### config.mk
export PLATFORM = sky130hd
export DESIGN_NAME = pcpi_div_arbiter
export DESIGN_NICKNAME = d
export VERILOG_FILES = /design/src/rtl/pcpi_div_arbiter.sv
export SDC_FILE = /design/constraint.sdc
export NUM_CORES = 1
export LEC_CHECK = 0
export BUFFER_PORTS_ARGS = -buffer_cell sky130_fd_sc_hd__buf_2
export CAP_MARGIN = 30
export CORE_AREA = 2 2 152 154
export DETAILED_ROUTE_END_ITERATION = 8
export DIE_AREA = 0 0 154 156
export PLACE_DENSITY_LB_ADDON = 0.05
export SYNTH_ARGS = -nofsm -noshare
export SYNTH_HDL_FRONTEND = slang
export SYNTH_SLANG_ARGS = --single-unit
### constraint.sdc
create_clock -name clk -period 4.3 [get_ports clk]
set_clock_uncertainty 0.2 [all_clocks]
set_input_delay 0.645 -clock clk [delete_from_list [all_inputs] [get_ports clk]]
set_output_delay 0.645 -clock clk [all_outputs]
set_load 0.005 [all_outputs]
### src/rtl/pcpi_div_arbiter.sv
// Round-robin arbiter sharing one iterative PCPI divider between NREQ PCPI requesters.
// Optional watchdog (adds timeout_flag output): define PCPI_DIV_ARB_TIMEOUT_EN.
module pcpi_div_arbiter #(
  parameter int NREQ    = 2,
  parameter int TIMEOUT = 64
) (
  input  logic               clk,
  input  logic               reset,
  input  logic [NREQ-1:0]    req_valid,
  input  logic [32*NREQ-1:0] req_insn,
  input  logic [32*NREQ-1:0] req_rs1,
  input  logic [32*NREQ-1:0] req_rs2,
  output logic [NREQ-1:0]    req_wr,
  output logic [32*NREQ-1:0] req_rd,
  output logic [NREQ-1:0]    req_wait,
  output logic [NREQ-1:0]    req_ready,
  output logic               div_valid,
  output logic [31:0]        div_insn,
  output logic [31:0]        div_rs1,
  output logic [31:0]        div_rs2,
  input  logic               div_wr,
  input  logic [31:0]        div_rd,
  input  logic               div_wait,
  input  logic               div_ready
`ifdef PCPI_DIV_ARB_TIMEOUT_EN
  ,
  output logic               timeout_flag
`endif
);

  localparam int IW = (NREQ > 1) ? $clog2(NREQ) : 1;

  typedef enum logic [1:0] {IDLE, ISSUE, RESP, GUARD} state_t;

  state_t          state, state_nxt;
  logic [IW-1:0]   ptr;
  logic [IW-1:0]   gnt_idx;
  logic [IW-1:0]   cand;
  logic            gnt_found;
  logic            after_guard;
  logic            mask_on;
  logic [NREQ-1:0] elig;
  logic [NREQ-1:0] elig_m;
  logic [NREQ-1:0] wait_nxt;
  logic [31:0]     insn_q, rs1_q, rs2_q;
  logic [31:0]     res_rd;
  logic            res_wr;
  logic            issue_done;
  logic            timeout_hit;
  logic            unused_div_wait;

  assign unused_div_wait = div_wait;

  // The last winner stays masked through RESP, GUARD and the following
  // arbitration: its pcpi_valid lingers one cycle past the ready pulse.
  assign mask_on = (state == RESP) || (state == GUARD) || after_guard;

  always_comb begin
    for (int i = 0; i < NREQ; i++) begin
      elig[i]   = req_valid[i]
                  && (req_insn[32*i +: 7] == 7'b0110011)
                  && (req_insn[32*i+25 +: 7] == 7'b0000001)
                  && req_insn[32*i+14];
      elig_m[i] = elig[i] && !(mask_on && (ptr == IW'(i)));
    end
  end

  // Round-robin scan starting just after the previous winner, with wrap.
  always_comb begin
    gnt_found = 1'b0;
    gnt_idx   = ptr;
    cand      = ptr;
    for (int k = 0; k < NREQ; k++) begin
      cand = (cand == IW'(NREQ-1)) ? '0 : cand + 1'b1;
      if (!gnt_found && elig_m[cand]) begin
        gnt_found = 1'b1;
        gnt_idx   = cand;
      end
    end
  end

`ifdef PCPI_DIV_ARB_TIMEOUT_EN
  logic [31:0] wd_cnt;

  assign timeout_hit = (state == ISSUE) && !div_ready && (wd_cnt == 32'(TIMEOUT - 1));

  always_ff @(posedge clk or posedge reset) begin
    if (reset) begin
      wd_cnt       <= '0;
      timeout_flag <= 1'b0;
    end else begin
      wd_cnt <= (state == ISSUE) ? wd_cnt + 32'd1 : '0;
      if (timeout_hit)
        timeout_flag <= 1'b1;
    end
  end
`else
  localparam int unused_timeout = TIMEOUT;
  assign timeout_hit = 1'b0;
`endif

  assign issue_done = (state == ISSUE) && (div_ready || timeout_hit);

  always_ff @(posedge clk or posedge reset) begin
    if (reset)
      state <= IDLE;
    else
      state <= state_nxt;
  end

  always_comb begin
    state_nxt = state;
    case (state)
      IDLE:    if (gnt_found) state_nxt = ISSUE;
      ISSUE:   if (issue_done) state_nxt = RESP;
      RESP:    state_nxt = GUARD;
      GUARD:   state_nxt = IDLE;
      default: state_nxt = IDLE;
    endcase
  end

  // Wait is raised for queued or granted requesters and dropped so that it
  // falls in the same cycle the ready pulse rises.
  always_comb begin
    for (int i = 0; i < NREQ; i++) begin
      wait_nxt[i] = elig_m[i] || ((state == ISSUE) && (ptr == IW'(i)));
      if (issue_done && (ptr == IW'(i)))
        wait_nxt[i] = 1'b0;
    end
  end

  always_ff @(posedge clk or posedge reset) begin
    if (reset) begin
      ptr         <= IW'(NREQ-1);
      after_guard <= 1'b0;
      req_wait    <= '0;
    end else begin
      after_guard <= (state == GUARD);
      req_wait    <= wait_nxt;
      if ((state == IDLE) && gnt_found)
        ptr <= gnt_idx;
    end
  end

  always_ff @(posedge clk or posedge reset) begin
    if (reset) begin
      insn_q <= '0;
      rs1_q  <= '0;
      rs2_q  <= '0;
      res_wr <= 1'b0;
      res_rd <= '0;
    end else begin
      if ((state == IDLE) && gnt_found) begin
        for (int i = 0; i < NREQ; i++) begin
          if (gnt_idx == IW'(i)) begin
            insn_q <= req_insn[32*i +: 32];
            rs1_q  <= req_rs1[32*i +: 32];
            rs2_q  <= req_rs2[32*i +: 32];
          end
        end
      end
      if (issue_done) begin
        res_wr <= div_ready ? div_wr : 1'b0;
        res_rd <= div_ready ? div_rd : 32'd0;
      end
    end
  end

  always_comb begin
    req_ready = '0;
    req_wr    = '0;
    req_rd    = '0;
    div_valid = (state == ISSUE);
    if (state == RESP) begin
      for (int i = 0; i < NREQ; i++) begin
        if (ptr == IW'(i)) begin
          req_ready[i]        = 1'b1;
          req_wr[i]           = res_wr;
          req_rd[32*i +: 32]  = res_rd;
        end
      end
    end
  end

  assign div_insn = insn_q;
  assign div_rs1  = rs1_q;
  assign div_rs2  = rs2_q;

endmodule

* Word-level counts from Yosys, hierarchy flattened
Cells that the tools add are included.
** Word-level totals
- Register bits :: 135
- Output and inout port bits :: 167
** Operators by class
- Reductions and logical operators :: 26
- Bitwise operators :: 1
- $add $sub $neg :: 2
- Order comparisons :: 2
- Mux-type cells :: 29
- Eq/ne operators :: 9
** Operator list (count)
- $mux W32 :: 6
- $mux W64 :: 1
- $logic_and A1 B1 Y1 :: 17
- $mux W1 :: 17
- $eq A7 B1 Y1 const B :: 2
- $eq A7 B6 Y1 const B :: 2
- $mux W2 :: 4
- $pmux W2 S4 :: 1
- $eq A2 B2 Y1 const B :: 2
- $logic_or A1 B1 Y1 :: 4
- $lt A1 B2 Y1 const B :: 2
- $logic_not A1 Y1 :: 3
- $add A1 B1 Y1 const B :: 2
- $eq A2 B1 Y1 const B :: 1
- $logic_not A2 Y1 :: 1
- $ne A2 B1 Y1 const B :: 1
- $ne A2 B2 Y1 const B :: 1
- $reduce_and A2 Y1 :: 1
- $not A1 Y1 :: 1

* Logic depth before layout (Yosys ltp)
- Depth after elaboration :: 14
- Gate-level depth with buffers :: 9
- Depth with buffers taken out :: 7

* Least setup slack after synthesis
No wires, ideal clock.
- Kind :: input to register
- Start :: input port req_insn[60]
- End :: register insn_q[13] (netlist: div_insn[13])
- Required time :: 3.975 ns
- Path slack :: 1.491 ns
- Data arrival time :: 2.484 ns
- Cell stages on the path :: 6
- Cells stage by stage :: or4_4 -> nor4_4 -> mux2i_1 -> buf_2 -> mux2_1 -> mux2_2
** On the way
- Longest elaborated chain between the ends :: 11
- Elaborated cells on any way between the ends :: 16
** RTL lines
- from (decl) :: RTL line 10 : input logic [32*NREQ-1:0] req_insn,
- $eq A7 B1 Y1 * :: RTL line 62 : && (req_insn[32*i+25 +: 7] == 7'b0000001)
- $logic_and A1 B1 Y1 * :: RTL line 62
- $logic_and A1 B1 Y1 * :: RTL line 63 : && req_insn[32*i+14];
- $logic_and A1 B1 Y1 * :: RTL line 64 : elig_m[i] = elig[i] && !(mask_on && (ptr == IW'(i)));
- $mux W1 (not written as such) (2 in series) :: RTL line 75 : if (!gnt_found && elig_m[cand]) begin
- $mux W1 :: RTL line 75
- $logic_not A1 Y1 :: RTL line 75
- $logic_and A1 B1 Y1 :: RTL line 75
- $mux W1 :: RTL line 75
- $mux W32 or $logic_and A1 B1 Y1 (tied branches) :: RTL line 155, 153
- to (signal assigned) :: RTL line 156 : insn_q <= req_insn[32*i +: 32];
- to (decl) :: RTL line 45 : logic [31:0] insn_q, rs1_q, rs2_q;
Mark *: on every way between the ends. The rest lies on a longest branch, timed or not. The select of a mux whose other input is x is not followed.
A chain may end at the register's enable or synchronous reset.

* Worst setup path after layout
- Start :: register state[0]
- End :: output port req_rd[30]
** On the way
- Longest elaborated chain between the ends :: 2
** RTL lines
- from (decl) :: RTL line 35 : state_t state, state_nxt;
- from (signal assigned) :: RTL line 108 : state <= state_nxt;
- $eq A2 B2 Y1 :: RTL line 174 : if (state == RESP) begin
- $mux W64 :: RTL line 174
- to (decl) :: RTL line 14 : output logic [32*NREQ-1:0] req_rd,
No other way between the ends.

==> summary.txt <==
Yosys
  • Post-synthesis cell area: 6600 µm²
  • Register area share after synthesis: 0.5120
  • Post-synth top flop: dfrtp_1
  • Synth async-reset ratio: 1.000
  • Mapped Cells: 493
  • Avg Synthesized Cell Area: 13.39 µm²
  • Synthesized flop and latch total: 135
  • Synth top area cells: dfrtp_1 51%, mux2_2 21%, mux2_1 12%
  • Synth top area share: 0.5081
  • Net Count, Synth: 728
  • Distinct cell type count after synthesis: 37
  • Syn. warnings: 0
  • Post-synth top area cell: dfrtp_1
  • Number of flops mapped to enable cells by yosys: 0

Global routing
  • Initial antenna violation count: 3
  • Largest net degree at the start of global routing: 81
  • Grt ovf: 0
  • Number of global-route vias before repair: 5,490
  • First-pass GRT wire length: 30,040 µm
  • Total GRT Usage: 0.1621

Critical path
  • R2r setup slk: 1.05 ns
  • Crit-path max FO: 22
  • Max incr delay on CP: 0.60 ns
  • R2R Path End: div_rs2[19]$_DFFE_PP0P_
  • Critical path launch point type: register
  • Worst path bufs/invs: 4
  • Reg2reg start: state[0]$_DFFE_PP0P_
  • Most frequent CP cell: buf_4
  • Worst Setup End Kind: output port
  • Required @ worst endpoint: 3.45 ns
  • R2R cell count: 7
  • Critical-path top delay cell: ha_1
  • Crit path depth: 7
  • Worst endpoint data arrival time: 2.53 ns
  • Family with the most delay on the worst path: buffers and inverters
  • Worst path cell trace: inv_1 > ha_1 > buf_4 > nor2b_1 > buf_4 > and2_1 > buf_2
  • Setup Crit Path Kind: register to output port

Drt
  • Post-DR wirelength/cell: 16.70 µm
  • Drt first pass iters: 6
  • DRT Wirelength: 19,810 µm
  • DRT iter0 DRCs: 188
  • Post-DR vias/cell: 4.459
  • Vias: 5,288
  • DRC viols: 0
  • Post-route ant nets: 0

Power and ir drop
  • Leak pwr: 0.005454 µW
  • Max VDD drop: 0.2550 mV
  • Pwr dens: 416.2 nW/µm²

Finish
  • Most frequent cells in the layout: 396 x buf_2, 134 x dfrtp_1, 122 x mux2_2
  • Commonest non-fill, non-tap cell in the layout: buf_2
  • Layout area overhead: 44.32%
  • Share of layout cells above drive strength 1: 0.6303
  • Final net count: 1,120

Clocking
  • CTS Root Cell: clkbuf_16
  • Longest Clk Path Bufs: 2
  • Htree depth: 4
  • Num CTS Buffers: 17
  • Hold Buf Count CTS: 0
  • Postcts setup bufs: 0
  • CTS tree: done
  • Cts repair resizes: 0
  • Clock-pin slew on the worst setup and hold paths: 0.06 ns
  • # clock sinks: 135
  • Clk Latency, worst-skew pair: 0.41 ns

STA
  • Minimum clock period: 3.371 ns
  • Final critical-path share of the clock period: 0.7839
  • Worst Tran Pin Value: 0.7613 ns
  • RSZ-0062 raised after global routing: false
  • Setup Viol. Count Final: 0
  • Final setup margin: 0.9293 ns
  • Fmax: 296.7 MHz
  • Fin. Hold Viols: 0
  • Rel. slew slack: 0.4925
  • Setup TNS Final: 0 ns
  • Slew Viols, Final: 0

Placed design
  • Setup WS pre-CTS: 0.6518 ns
  • # port buffers: 396
  • Final RePlAce weighted congestion: 0.8082
  • Final HPWL DP: 15,050 µm

Floorplanning
  • Core area: 22,370 µm²
  • Initial Util: 0.2951
  • Cell row count: 55
  • Die ar.: 24,020 µm²
  • Die height: 156 µm
  • Chip Width: 154 µm
  • IO Pins: 398

Job
  • Number of max-cap violations: 0

Status
  • Status: finished clean

Min path
  • Worst min path class: input pin to async pin
[sequential cells by signal, summed over array words and instances (netlist names)]
register	flops
after_guard	1
div_insn	32
div_rs1	32
div_rs2	32
ptr	1
req_wait	2
res_rd	32
res_wr	1
state	2
[worst max-delay path by stage]
stage	start	slack [ns]	endpoint
global route	state[0]$_DFFE_PP0P_	0.65	req_rd[28]
detailed placement	req_insn[28]	0.65	div_rs1[1]$_DFFE_PP0P_
floorplan	req_insn[60]	1.49	div_insn[13]$_DFFE_PP0P_
CTS	state[0]$_DFFE_PP0P_	0.92	req_rd[21]
finish	state[0]$_DFFE_PP0P_	0.93	req_rd[30]
global placement	req_insn[28]	0.70	div_rs1[0]$_DFFE_PP0P_
[per-layer routing]
layer	track usage	routed length (µm)	share of wire	vias to the layer above
li1	-	-	-	2536
met1	0.1850	7617	0.38	2503
met2	0.2840	10280	0.52	224
met3	0.05417	1516	0.077	25
met4	0.05785	401	0.020	0
met5	0	0	0	-
[power breakdown]
group          leakage (µW)  total (µW)  switching, µW  internal, µW
combinational       0.00336         876            392           484
clock              0.000285        1500            571           931
sequential          0.00181        1590            135          1450
total               0.00545        3960           1100          2870
[cells in the mapped netlist (2+ instances only)]
master / number
clkbuf_1: 14
o21ai_0: 4
nand4b_1: 2
inv_1: 4
mux2_2: 122
nor2_1: 2
ha_1: 4
and2_1: 43
mux2_1: 73
or3_1: 2
nand2b_1: 8
nor3_1: 2
buf_6: 3
buf_2: 9
nor4bb_1: 2
nor2b_1: 2
and3_1: 34
buf_1: 7
nand2_1: 4
dfrtp_1: 134
a21oi_1: 2
[logic make-up (layout without fill, tap and decap cells)]
logic type / after synthesis / in the layout / synth area share
compound gates: 10 / 10 / 0.009291
fa+ha+maj: 4 / 4 / 0.007583
buf+inv: 37 / 442 / 0.02616
flops: 135 / 135 / 0.5120
mux: 196 / 196 / 0.3342
other cells: 0 / 3 / 0
simple gates: 111 / 111 / 0.1107
[final cells by class]
class                           count  area [µm²]
Fill cell                        2202       12840
Multi-Input combinational cell    321        3069
Antenna cell                        3       7.507
Clock inverter                     14       172.7
Sequential cell                   135        3379
Tap cell                          285       356.6
Clock buffer                       18       439.2
Inverter                            4       18.77
Timing Repair Buffer              406        2082
[stage by stage]
| stage | power, µW | hold WS, ns | std cells | utilization | cell area (µm²) |
|---|---|---|---|---|---|
| after floorplan | 2089 | 0.2590 | 493 | - | 6604 |
| after global placement | 2465 | 0.2480 | 1151 | 0.3982 | 8906 |
| after detailed placement | 2489 | 0.2490 | 1151 | 0.3982 | 8906 |
| after CTS | 4033 | 0.1599 | 1183 | 0.4256 | 9518 |
| after global routing | 4226 | 0.1983 | 1186 | 0.4259 | 9525 |
| final | 3965 | 0.1458 | 1186 | 0.4259 | 9525 |
No activity file was read; power rests on OpenSTA's default activity.
